## config.mk

```make
export PLATFORM = sky130hd
export DESIGN_NAME = shift_cmd_fifo
export DESIGN_NICKNAME = d
export VERILOG_FILES = /design/src/rtl/shift_cmd_fifo.sv
export SDC_FILE = /design/constraint.sdc
export NUM_CORES = 1
export LEC_CHECK = 0
export CAP_MARGIN = 40
export CORE_MARGIN = 2
export CORE_UTILIZATION = 50
export CTS_CLUSTER_SIZE = 14
export DETAILED_ROUTE_END_ITERATION = 8
export GPL_ROUTABILITY_DRIVEN = 0
export GPL_TIMING_DRIVEN = 0
export PLACE_DENSITY = 0.75
export SYNTH_ARGS = -nofsm -noshare
export SYNTH_HDL_FRONTEND = slang
export SYNTH_SLANG_ARGS = --single-unit
```

## constraint.sdc

```tcl
create_clock -name clk -period 5.29 [get_ports clk]
set_clock_uncertainty 0.2 [all_clocks]
set_input_delay 1.3225 -clock clk [delete_from_list [all_inputs] [get_ports clk]]
set_output_delay 1.3225 -clock clk [all_outputs]
set_load 0.02 [all_outputs]
```

## src/rtl/shift_cmd_fifo.sv

```systemverilog
// Command FIFO of {data, rotate amount} pairs feeding an 8-bit barrel shifter.
// Optional sticky overflow flag (ovf port) enabled by defining SHIFT_CMD_FIFO_OVF_EN.
module shift_cmd_fifo #(
  parameter int unsigned DEPTH = 4,
  parameter int unsigned CW    = $clog2(DEPTH) + 1
) (
  input  logic          clk,
  input  logic          rst,
  input  logic          in_valid,
  output logic          in_ready,
  input  logic [7:0]    in_data,
  input  logic [2:0]    in_amt,
  output logic [7:0]    data,
  output logic [2:0]    amt,
  output logic          out_valid,
  input  logic          out_ready,
  output logic [CW-1:0] count
`ifdef SHIFT_CMD_FIFO_OVF_EN
  ,
  output logic          ovf
`endif
);

  localparam int unsigned PW = $clog2(DEPTH);
  localparam int unsigned DW = 8;
  localparam int unsigned AW = 3;
  localparam int unsigned EW = DW + AW;

  logic [EW-1:0] mem_q [DEPTH];
  logic [PW-1:0] wr_ptr_q, wr_ptr_d;
  logic [PW-1:0] rd_ptr_q, rd_ptr_d;
  logic [CW-1:0] count_q, count_d;
  logic          push;
  logic          pop;
  logic [EW-1:0] head;

  assign in_ready  = (count_q != CW'(DEPTH));
  assign out_valid = (count_q != '0);
  assign push      = in_valid & in_ready;
  assign pop       = out_valid & out_ready;
  assign count     = count_q;

  // Head is read straight from storage; zeroed while the queue is empty.
  assign head = mem_q[rd_ptr_q];
  assign data = out_valid ? head[EW-1:AW] : 8'h00;
  assign amt  = out_valid ? head[AW-1:0]  : 3'd0;

  // Pointers wrap naturally because DEPTH is a power of two.
  always_comb begin
    wr_ptr_d = wr_ptr_q;
    rd_ptr_d = rd_ptr_q;
    count_d  = count_q;
    if (push) wr_ptr_d = wr_ptr_q + PW'(1);
    if (pop)  rd_ptr_d = rd_ptr_q + PW'(1);
    case ({push, pop})
      2'b10:   count_d = count_q + CW'(1);
      2'b01:   count_d = count_q - CW'(1);
      default: count_d = count_q;
    endcase
  end

  always_ff @(posedge clk or posedge rst) begin
    if (rst) begin
      wr_ptr_q <= '0;
      rd_ptr_q <= '0;
      count_q  <= '0;
    end else begin
      wr_ptr_q <= wr_ptr_d;
      rd_ptr_q <= rd_ptr_d;
      count_q  <= count_d;
    end
  end

  // Storage carries no reset; only pointers and count define validity.
  always_ff @(posedge clk) begin
    if (push) mem_q[wr_ptr_q] <= {in_data, in_amt};
  end

`ifdef SHIFT_CMD_FIFO_OVF_EN
  logic ovf_q, ovf_d;

  always_comb begin
    ovf_d = ovf_q | (in_valid & ~in_ready);
  end

  always_ff @(posedge clk or posedge rst) begin
    if (rst) ovf_q <= 1'b0;
    else     ovf_q <= ovf_d;
  end

  assign ovf = ovf_q;
`endif

endmodule

```

==> metrics <==
Peak VDD IR 0.308 mV; layout cells sized above 1 14.5%; Post-DP HPWL 2.26 mm; DRT Pass-1 Iters 4; core box area 4000 um2; syn_nets 128; CP Class register to output port; Syn-to-layout area delta 21.3%; Avg WL per Cell 17.0 um; final setup violation count 0; Seq/Total Area, Yosys 71.9%; Die ar. 4700 um2; placed cells 187; Peak Freq 0.264 GHz; Avg Inst Size Synth 19.5 um2; post-layout util 63.1%; TritonCTS Sinks 51; num rows 23; RSZ-0062 raised after global routing no; Hold Vio Cnt, Final 0; Avg Vias per Cell 5.27; commonest non-fill, non-tap cell in the layout edfxtp_1; startpoint types register; CP required 3.77 ns; Final ANT Viol Nets 0; clock latency on the worst-skew pair 0.30 ns; # fillers 277; Post-CTS Setup Inserts 0; Leakage 0.000901 uW; CTS Hold Bufs 0; first-pass GRT wire length 5.22 mm; post-cts sizing count 0; Crit. End Element output port; Layout Cells excl Fill 195; Slew Viols, Final 0; Gate Count Post-Synth 107; Clock Tree Root clkbuf_8; hold_ws 0.327 ns; 1st-iter DRT viols 21; status complete, no violations; minimum clock period 3.79 ns; Final nets 165; IO buf count 30; CP max FO 10; Max-slew headroom 59.9%; largest net degree at the start of global routing 15; initial antenna violation count 0; WP data arrival 2.27 ns; Slew @ Worst Pin 0.601 ns; commonest cells after routing, fill and taps aside 44 x edfxtp_1, 30 x clkdlybuf4s50_1, 12 x and2_1, 11 x mux4_2; Ports 31; post-synthesis cell type count 20; Ant. Diodes 0; Max-cap violations 0; CTS tree done; vias post-DR 1028; PwrDens 574 nW/um2; Die H 68.5 um; H-Tree Depth 2; number of global-route vias before repair 1055; total negative setup slack 0 ns; Longest Clk Path Bufs 2; Initial Util 52.0%; TritonCTS buffer count 5; Hold Crit Class register to register; total wire length 3.32 mm; final worst-path cycle share 71.7%; Ys Warns 0; all-layer global routing usage 16.6%; Reg clk slew, reported paths 0.08 ns; #FFs+latches synth 51; die width 68.5 um; gr ovfl total 0; Remaining DRCs 0; mapped cell area 2080 um2
==> critical path: stages (launching register included) <==
cell and delay [ns]:
dfrtp_1 0.47, buf_4 0.28, mux4_2 0.53, and2_1 0.17, clkdlybuf4s50_1 0.53
==> worst paths after layout <==
check	from	to	slack, ns	cells past startpoint
setup / recovery	rd_ptr_q[0]	data[5]	1.50	4
hold / removal	count[2]	count[2]	0.33	1
setup reg to reg	count[0]	count[2]	2.88	9
hold reg to reg	count[2]	count[2]	0.33	1
max in group asynchronous	rst	rd_ptr_q[1]	3.60	2
min in group asynchronous	rst	wr_ptr_q[0]	1.06	2
==> per-layer routing <==
metal / vias up / global-route usage [%] / wire (um)
met2: 31 / 27.0 / 1660
met4: 0 / 7.50 / 63
met1: 515 / 19.6 / 1370
met5: - / 0 / 0
met3: 6 / 6.33 / 225
li1: 476 / - / -
==> cell type report <==
type                       count  area [um2]  area share, %
clock buffer                   8        80.1           3.17
timing repair buffer          30         300           11.9
sequential                    51        1500           59.3
buffer                         3        16.3          0.644
tap                           50        62.6           2.48
multi-input combinational     46         543           21.5
inverter                       7        26.3           1.04
==> state kept, by name (all words and copies together) (netlist names) <==
name	flops
count	3
mem_q	44
rd_ptr_q	2
wr_ptr_q	2
==> metrics by stage <==
stage	setup slack (ns)	area [um2]	power, uW
3_3_place_gp	1.80	2440	1230
6_report	1.50	2520	1450
3_5_place_dp	1.78	2440	1260
4_1_cts	1.44	2520	1460
5_1_grt	1.34	2520	1540
2_1_floorplan	2.36	2080	1000
==> power by group <==
part	switching (uW)	total [uW]	internal (uW)
Combinational	312	650	337
Sequential	46.6	589	542
Clock	116	210	94.1
==> synthesized netlist by cell type <==
cell,number,area (um2)
or3b_4,1,11.3
and2_4,1,8.76
nand3_1,1,5.00
mux2i_1,1,10.0
nor2_1,1,3.75
edfxtp_1,44,1320
xor2_1,3,26.3
clkbuf_1,1,3.75
xnor2_1,3,26.3
buf_2,1,5.00
and3_1,4,25.0
buf_4,1,7.51
fa_1,1,20.0
ha_1,5,62.6
mux2_4,1,15.0
or3_1,1,6.26
and2_1,12,75.1
mux4_2,11,248
dfrtp_1,7,175
inv_1,7,26.3
==> cells by family after synthesis <==
kind of cell | count (synthesis) | synth area share, %
flops | 51 | 71.9
mux | 13 | 13.1
buf+inv | 10 | 2.04
xor+xnor | 6 | 2.52
simple gates | 21 | 6.49
fa+ha+maj | 6 | 3.97
No activity file was read; power rests on OpenSTA's default activity.
